## config.mk

```make
export PLATFORM = sky130hd
export DESIGN_NAME = petris_input_ctrl
export DESIGN_NICKNAME = d
export VERILOG_FILES = /design/src/rtl/petris_pkg.sv /design/src/rtl/button_debouncer.sv /design/src/rtl/petris_input_ctrl.sv
export SDC_FILE = /design/constraint.sdc
export NUM_CORES = 1
export LEC_CHECK = 0
export ABC_AREA = 1
export CAP_MARGIN = 5
export CELL_PAD_IN_SITES_DETAIL_PLACEMENT = 1
export CELL_PAD_IN_SITES_GLOBAL_PLACEMENT = 1
export CORE_MARGIN = 2
export CORE_UTILIZATION = 40
export CTS_CLUSTER_SIZE = 12
export DETAILED_ROUTE_END_ITERATION = 12
export PLACE_DENSITY_LB_ADDON = 0.1
export SYNTH_ARGS = -nofsm -noshare
export SYNTH_HDL_FRONTEND = slang
export SYNTH_SLANG_ARGS = --single-unit
```

## constraint.sdc

```tcl
create_clock -name clk -period 1.3 [get_ports clk]
set_input_delay 0.325 -clock clk [delete_from_list [all_inputs] [get_ports clk]]
set_output_delay 0.325 -clock clk [all_outputs]
set_load 0.005 [all_outputs]
```

## src/rtl/petris_pkg.sv

```systemverilog
// petris_pkg
//   Shared definitions for the tetrimino engine front end: operation codes,
//   issue priority, the per-operation pending vector type and board size.
//   Ports: none (package).
package petris_pkg;

  typedef logic [2:0] op_t;

  localparam op_t OP_NONE   = 3'd0;
  localparam op_t OP_LEFT   = 3'd1;
  localparam op_t OP_RIGHT  = 3'd2;
  localparam op_t OP_ROTATE = 3'd3;
  localparam op_t OP_START  = 3'd4;
  localparam op_t OP_DROP   = 3'd5;

  localparam int NUM_OPS = 5;

  // One bit per operation, indexed directly by its op code.
  typedef logic [OP_DROP:OP_LEFT] pend_t;

  // Highest priority first.
  localparam op_t PRIO_ORDER [NUM_OPS] = '{OP_START, OP_DROP, OP_ROTATE, OP_LEFT, OP_RIGHT};

  // Buttons that auto-repeat while held: drop, right, left.
  localparam pend_t REPEATABLE = 5'b10011;

  localparam int BOARD_W = 10;
  localparam int BOARD_H = 20;

  function automatic op_t pick_op(input pend_t pend);
    op_t sel;
    sel = OP_NONE;
    // Walk from lowest to highest priority so the last hit wins.
    for (int i = NUM_OPS - 1; i >= 0; i--) begin
      if (pend[PRIO_ORDER[i]]) sel = PRIO_ORDER[i];
    end
    return sel;
  endfunction

  function automatic pend_t op_onehot(input op_t op);
    pend_t m;
    m = '0;
    if (op != OP_NONE) m[op] = 1'b1;
    return m;
  endfunction

endpackage

```

## src/rtl/button_debouncer.sv

```systemverilog
// button_debouncer
//   Two-flop synchroniser followed by a debounce counter for one raw button.
//   Ports:
//     clk, rst_n : clock, asynchronous active-low reset
//     raw        : asynchronous active-high button input
//     level      : debounced level
//     press      : one-cycle pulse on a debounced 0->1 transition
module button_debouncer #(
  parameter int unsigned DEBOUNCE_CYCLES = 250000
) (
  input  logic clk,
  input  logic rst_n,
  input  logic raw,
  output logic level,
  output logic press
);

  localparam int unsigned CNT_W = $clog2(DEBOUNCE_CYCLES + 1);
  localparam logic [CNT_W-1:0] CNT_LAST = CNT_W'(DEBOUNCE_CYCLES - 1);

  logic             sync_q1;
  logic             sync_q2;
  logic [CNT_W-1:0] cnt;

  always_ff @(posedge clk or negedge rst_n) begin
    if (!rst_n) begin
      sync_q1 <= 1'b0;
      sync_q2 <= 1'b0;
    end else begin
      sync_q1 <= raw;
      sync_q2 <= sync_q1;
    end
  end

  // cnt holds the number of consecutive disagreeing cycles already seen;
  // the flip happens on the DEBOUNCE_CYCLES-th one.
  always_ff @(posedge clk or negedge rst_n) begin
    if (!rst_n) begin
      level <= 1'b0;
      cnt   <= '0;
      press <= 1'b0;
    end else begin
      press <= 1'b0;
      if (sync_q2 == level) begin
        cnt <= '0;
      end else if (cnt >= CNT_LAST) begin
        level <= sync_q2;
        cnt   <= '0;
        press <= sync_q2;
      end else begin
        cnt <= cnt + 1'b1;
      end
    end
  end

endmodule

```

## src/rtl/petris_input_ctrl.sv

```systemverilog
// petris_input_ctrl
//   Turns five raw buttons into one operation code per frame. Buttons are
//   debounced, converted to press events (with auto-repeat on left, right
//   and drop), queued in a pending register and issued in priority order on
//   each rising edge of the synchronised vsync.
//   Ports:
//     clk, rst_n          : clock, asynchronous active-low reset
//     vsync               : frame strobe, asynchronous
//     btn_left .. btn_start : raw active-high buttons, asynchronous
//     operation           : op code for the current frame, held all frame
//     frame_number        : frame counter, wraps 1023 -> 0
module petris_input_ctrl
  import petris_pkg::*;
#(
  parameter int unsigned DEBOUNCE_CYCLES = 250000,
  parameter int unsigned REPEAT_DELAY    = 16,
  parameter int unsigned REPEAT_RATE     = 4
) (
  input  logic       clk,
  input  logic       rst_n,
  input  logic       vsync,
  input  logic       btn_left,
  input  logic       btn_right,
  input  logic       btn_rotate,
  input  logic       btn_drop,
  input  logic       btn_start,
  output logic [2:0] operation,
  output logic [9:0] frame_number
);

  localparam int unsigned RCNT_W = $clog2(REPEAT_DELAY + 1);
  // The press frame is hold frame 1, so REPEAT_DELAY-1 frame edges remain
  // until the first repeat.
  localparam logic [RCNT_W-1:0] RCNT_LOAD = RCNT_W'(REPEAT_DELAY - 1);
  localparam logic [RCNT_W-1:0] RCNT_RATE = RCNT_W'(REPEAT_RATE);
  localparam logic [RCNT_W-1:0] RCNT_ONE  = RCNT_W'(1);

  pend_t raw;
  pend_t level;
  pend_t press;
  pend_t rep_ev;
  pend_t events;
  pend_t pending;
  pend_t pend_next;
  op_t   sel;

  logic vs_q1;
  logic vs_q2;
  logic vs_q3;
  logic frame_edge;

  assign raw = {btn_drop, btn_start, btn_rotate, btn_right, btn_left};

  always_ff @(posedge clk or negedge rst_n) begin
    if (!rst_n) begin
      vs_q1 <= 1'b0;
      vs_q2 <= 1'b0;
      vs_q3 <= 1'b0;
    end else begin
      vs_q1 <= vsync;
      vs_q2 <= vs_q1;
      vs_q3 <= vs_q2;
    end
  end

  assign frame_edge = vs_q2 & ~vs_q3;

  for (genvar g = 1; g <= NUM_OPS; g++) begin : g_btn
    logic [RCNT_W-1:0] rcnt;

    button_debouncer #(
      .DEBOUNCE_CYCLES(DEBOUNCE_CYCLES)
    ) u_debouncer (
      .clk  (clk),
      .rst_n(rst_n),
      .raw  (raw[g]),
      .level(level[g]),
      .press(press[g])
    );

    // Down-counter of frame edges left until the next repeat. A fresh
    // press reloads it, so a press landing on a frame edge never repeats.
    always_ff @(posedge clk or negedge rst_n) begin
      if (!rst_n) begin
        rcnt <= '0;
      end else if (!level[g]) begin
        rcnt <= '0;
      end else if (press[g]) begin
        rcnt <= RCNT_LOAD;
      end else if (frame_edge) begin
        rcnt <= (rcnt <= RCNT_ONE) ? RCNT_RATE : rcnt - RCNT_ONE;
      end
    end

    // Rotate and start are masked out here and never repeat.
    assign rep_ev[g] = REPEATABLE[g] & frame_edge & level[g] & ~press[g] & (rcnt <= RCNT_ONE);
  end

  // Selection looks only at the registered pending bits, so an event that
  // arrives on a frame edge waits for the next one. Set wins over clear.
  always_comb begin
    events    = press | rep_ev;
    sel       = OP_NONE;
    pend_next = pending | events;
    if (frame_edge) begin
      sel       = pick_op(pending);
      pend_next = (pending & ~op_onehot(sel)) | events;
    end
  end

  always_ff @(posedge clk or negedge rst_n) begin
    if (!rst_n) begin
      pending      <= '0;
      operation    <= OP_NONE;
      frame_number <= '0;
    end else begin
      pending <= pend_next;
      if (frame_edge) begin
        operation    <= sel;
        frame_number <= frame_number + 1'b1;
      end
    end
  end

endmodule

```

## Word level (Yosys, flattened, before mapping)

Index checks and enable logic that the tools add are counted.

- Register bits: 146
- Bits of input ports: 8
- Output and inout bits: 13
- Word-level logic and storage cells: 135

- Add/subtract/negate cells: 9
- Magnitude comparators: 10
- Equal/unequal tests: 8
- Mux-type cells: 43
- Bitwise operators: 24
- Reductions and logical operators: 7

Operators with widths:

| kind | number |
|---|---|
| $mux W18 | 10 |
| $add A18 B1 Y18 const B | 5 |
| $ge A18 B18 Y1 const B | 5 |
| $mux W5 | 15 |
| $le A5 B1 Y1 const B | 3 |
| $mux W3 | 5 |
| $or A5 B5 Y5 | 3 |
| $sub A5 B1 Y5 const B | 3 |
| $mux W1 | 11 |
| $add A10 B1 Y10 const B | 1 |
| $and A1 B1 Y1 | 10 |
| $reduce_and A2 Y1 | 5 |
| $ne A3 B3 Y1 const B | 3 |
| $not A1 Y1 | 9 |
| $and A5 B5 Y5 | 1 |
| $eq A1 B1 Y1 | 5 |
| $not A5 Y5 | 1 |
| $lt A3 B4 Y1 const B | 1 |
| $demux W1 S3 | 1 |
| $ge A3 B1 Y1 const B | 1 |
| $reduce_bool A3 Y1 | 1 |
| $mux W2 | 1 |
| $logic_and A1 B1 Y1 | 1 |

## Logic depth before layout (Yosys ltp)

- Depth in word-level cells: 16
- Gate-level depth with buffers: 9
- Gate-level depth less buffers: 9

## Cells and area by module

Synthesis repeated with hierarchy kept, for this count alone.

- Cells, all modules: 1030
- Area total of the unflattened synthesis: 7952.6 um2

Modules (own cells, without submodules):

| module | instances | cells an instance | area an instance (um2) | sequential area each (um2) |
|---|---|---|---|---|
| button_debouncer | 5 | 153 | 1197.4 | 550.5 |
| petris_input_ctrl | 1 | 265 | 1965.6 | 900.9 |

## Worst setup path before layout

OpenSTA, ideal clock, no wires.

- Path kind: flip-flop to flip-flop
- From: register g_btn[4].u_debouncer.cnt[0]
- To: register g_btn[4].u_debouncer.cnt[7]
- Setup time: 0.071 ns
- Data arrival time: 1.350 ns
- Data required time: 1.229 ns
- Slack: -0.122 ns
- Cell stages (with the launch flop): 10
- Path buffers: 1
- Period minus slack after synthesis: 1.422 ns
- Cells stage by stage: dfrtp_1 ha_1 nand3_2 nand3_1 nand2_1 nand2_1 nand2_1 nand3_2 buf_6 nor2_1

- Longest elaborated chain between the ends: 3
- Elaborated cells on any way between the ends: 4
- Classes of those cells: 1 x add/sub; 1 x order compare; 2 x mux

RTL lines:

| item | RTL line | RTL |
|---|---|---|
| start, declared | button_debouncer.sv:23 | `logic [CNT_W-1:0] cnt;` |
| start signal, assigned | button_debouncer.sv:51 | `cnt <= cnt + 1'b1;` |
| $add A18 B1 Y18 or $ge A18 B18 Y1 (tied branches) | button_debouncer.sv:51, button_debouncer.sv:46 |  |
| $mux W18 (*) | button_debouncer.sv:46 | `end else if (cnt >= CNT_LAST) begin` |
| $mux W18 (*) | button_debouncer.sv:44 | `if (sync_q2 == level) begin` |

Mark *: on every way between the ends. The rest lies on a longest branch, timed or not.
A chain may end at the register's enable or synchronous reset.

## Worst setup path in the final report

- From: register g_btn[1].u_debouncer.cnt[0]
- To: register g_btn[1].u_debouncer.cnt[4]

- Longest elaborated chain between the ends: 3
- Elaborated cells on any way between the ends: 4
- Classes of those cells: 1 x add/sub; 1 x order compare; 2 x mux

RTL lines:

| item | RTL line |
|---|---|
| start, declared | button_debouncer.sv:23 |
| start signal, assigned | button_debouncer.sv:51 |
| $add A18 B1 Y18 or $ge A18 B18 Y1 (tied branches) | button_debouncer.sv:51, button_debouncer.sv:46 |
| $mux W18 (*) | button_debouncer.sv:46 |
| $mux W18 (*) | button_debouncer.sv:44 |

Marked as above.

==> key figures <==
Job
  • Max-cap viol count: 0

Timing
  • Clock Skews: 0.00998 ns
  • Hold WS: 0.299 ns
  • Actual slew at the worst max-slew pin: 0.568 ns
  • Slew margin rel.: 0.620
  • Worst Slack Setup Final: -0.154 ns
  • Final setup viols: 106
  • RSZ-0062 raised after global routing: true
  • Final Hold Vio Count: 0
  • Max Clk Rate: 688 MHz
  • Tcrit/Tclk final: 1.12
  • Max-slew violations: 0
  • Minimum clock period: 1.45 ns

Detailed routing
  • Starting DRT DRC Count: 235
  • Average vias per placed instance: 4.97
  • Drt total wl: 22600 um
  • DR WL/cell: 16.0 um
  • # DRC: 0
  • Number of nets with antenna violations after routing: 0
  • Via Count: 7038
  • Initial DRT Pass Iterations: 4

Cells and area
  • # nets final: 1188
  • Area Overhead vs Synth: 47.2%
  • Layout Cells excl Fill: 1415
  • Layout Utilization: 0.596
  • Fraction of layout cells with a size suffix above 1: 0.382
  • Diode count: 0

Min path
  • Hold WC Path Type: in -> async

Floorplan
  • Num ports: 21
  • Die area: 0.0200 sq mm
  • Row count: 50
  • Core area: 0.0186 sq mm
  • Die width: 141 um
  • Initial Util: 0.405
  • Die Y: 141 um

Critical path
  • CP arrival: 1.76 ns
  • Worst path required time: 1.61 ns
  • Critical Path Fanout Max: 6
  • CP endpoint kind: register
  • CP Launch Type: register
  • FF-to-FF setup slack: -0.15 ns
  • Setup CP Type: reg -> reg

Yosys
  • Seq/Total Area, Yosys: 0.484
  • Post-synthesis area per instance: 8.03 sq um
  • Post-synth EDFFs: 0
  • Synthesized net count: 961
  • Synth cell count leaders: nand2_1 (238), nor2_1 (208), dfrtp_1 (146)
  • Asr flop ratio synth: 1.00
  • Synthesized flop and latch total: 146
  • Most used DFF post-synth: dfrtp_1
  • Top post-synthesis cells by area: dfrtp_1 (48%), nand2_1 (12%), nor2_1 (10%)
  • Post-synth top area share: 0.484
  • Netlist Area Pre-Place: 0.00755 sq mm
  • Syn. warnings: 0
  • Synth Instances: 941
  • Post-synth top area cell: dfrtp_1
  • Most used standard cell by instance count after synthesis: nand2_1
  • Synth unique cells: 33

Placed design
  • Placement Setup Slack: -0.193 ns
  • Port bufs: 20
  • Post-DP HPWL: 13600 um
  • Placed cells: 1329
  • Global placer's final weighted congestion: 0.780

CTS
  • Clk buf depth: 2
  • CTS tree: done
  • Worst-Skew Late Latency: 0.43 ns
  • Reg clk slew, reported paths: 0.07 ns
  • CTS Sinks: 146
  • CTS root buf: clkbuf_16
  • CTS Buf Count: 17
  • H-tree levels: 4

Global route
  • Remaining Overflow, GRT: 0
  • GRT Util Overall: 0.222
  • Vias in the first global route: 7497
  • Initial antenna violation count: 0
  • Largest net degree at the start of global routing: 43
  • First-pass GRT wire length: 35500 um

Pwr
  • P_sw: 2850 uW
  • PD cells: 1000 mW/mm^2
  • Pwr Total: 11100 uW
  • VDD IR max: 930 uV
  • Flop pwr share: 0.431
  • Clk pwr share: 0.450
  • Combinational share of power: 0.118
  • Sw Ratio: 0.255
  • Static Leakage: 0.00507 uW
  • P_int: 8300 uW

Status
  • Status: finished with violations
  • Failing checks: negative setup slack
## final timing paths
kind | startpoint | end | depth (start not counted)
min | rst_n | g_btn[1].u_debouncer.cnt[10] | 2
max in group asynchronous | rst_n | g_btn[3].u_debouncer.cnt[7] | 3
max reg2reg | g_btn[1].u_debouncer.cnt[0] | g_btn[1].u_debouncer.cnt[4] | 8
min reg2reg | g_btn[2].u_debouncer.sync_q1 | g_btn[2].u_debouncer.sync_q2 | 0
min in group clk | btn_start | g_btn[4].u_debouncer.sync_q1 | 1
max | g_btn[1].u_debouncer.cnt[0] | g_btn[1].u_debouncer.cnt[4] | 8
## power by group through the flow
stage               combinational (uW)  clock, uW  sequential [uW]
global placement                   789          0             4880
floorplan                          271          0             4890
detailed placement                 807          0             4890
finish                            1320       5020             4800
CTS                               1020       5150             4780
global route                      1420       5340             4810
## kinds of logic after synthesis
kind of cell,share of synthesized area
AO/OA/AOI/OAI,0.0472
AND/OR/NAND/NOR,0.311
flip-flops,0.484
adder cells (fa/ha/maj),0.0199
XOR/XNOR,0.0835
buffers and inverters,0.0545
## worst max-delay path, stage by stage (launching register included)
cell and delay, ns:
dfrtp_1 0.36, ha_2 0.21, nand2_4 0.07, nor2_4 0.13, inv_2 0.06, nor2_4 0.12, nand3_4 0.16, nand3_2 0.17
nor2_1 0.06
## metal layers
metal	global-route usage	vias up	wire length [um]
met3	0.0395	26	430
met2	0.405	71	12300
met4	0.0600	0	318
met1	0.269	3504	9530
met5	0	-	0
li1	-	3437	-
## layout by cell type (no fill, tap or decap), types with 14 or more instances in the layout
cell       Yosys  final
dfrtp_1      146    144
inv_1         89     79
nor2_1       208    121
clkbuf_16      0     18
nand2_2        4     25
buf_4          0    162
nor2_4         4     29
nand3_1       51     34
xnor2_1       20     19
buf_6          5     16
nand2_1      238    205
o21ai_0       32     24
nor2_2         6     68
nand4_1       19     19
nand3_2        3     17
xor2_1        52     42
nand3_4        2     14
## per-stage QoR
step	cell area (sq um)	setup TNS [ns]
after floorplan	7590	-3.24
after global placement	9110	-7.37
after detailed placement	9110	-12.56
after CTS	10400	-8.63
after global routing	11100	-18.51
final	11100	-9.75
## what timing repair did
item | CTS | global route
hold endpoints to repair | 26 | 0
gates resized for setup | 156 | 153
hold buffers | 1 | 0
setup buffers | 26 | 16
pin swaps | 34 | 44
gates cloned | 11 | 3
setup endpoints to repair | 122 | 129
## sequential cells by signal (all words and copies together) (netlist names)
signal and count:
pending 5, g_btn.u_debouncer.press 5, g_btn.u_debouncer.sync_q2 5, g_btn.rcnt 15, g_btn.u_debouncer.sync_q1 5, vs_q1 1
operation 3, g_btn.u_debouncer.cnt 90, vs_q3 1, g_btn.u_debouncer.level 5, frame_number 10, vs_q2 1
## cell type report
cell class	instances	area [sq um]
sequential	146	3660
timing repair buffer	203	1640
clock buffer	19	453
clock inverter	13	150
multi-input combinational	708	4580
inverter	92	345
tap	234	293
fill	2192	7530
No activity file was read; power rests on OpenSTA's default activity.
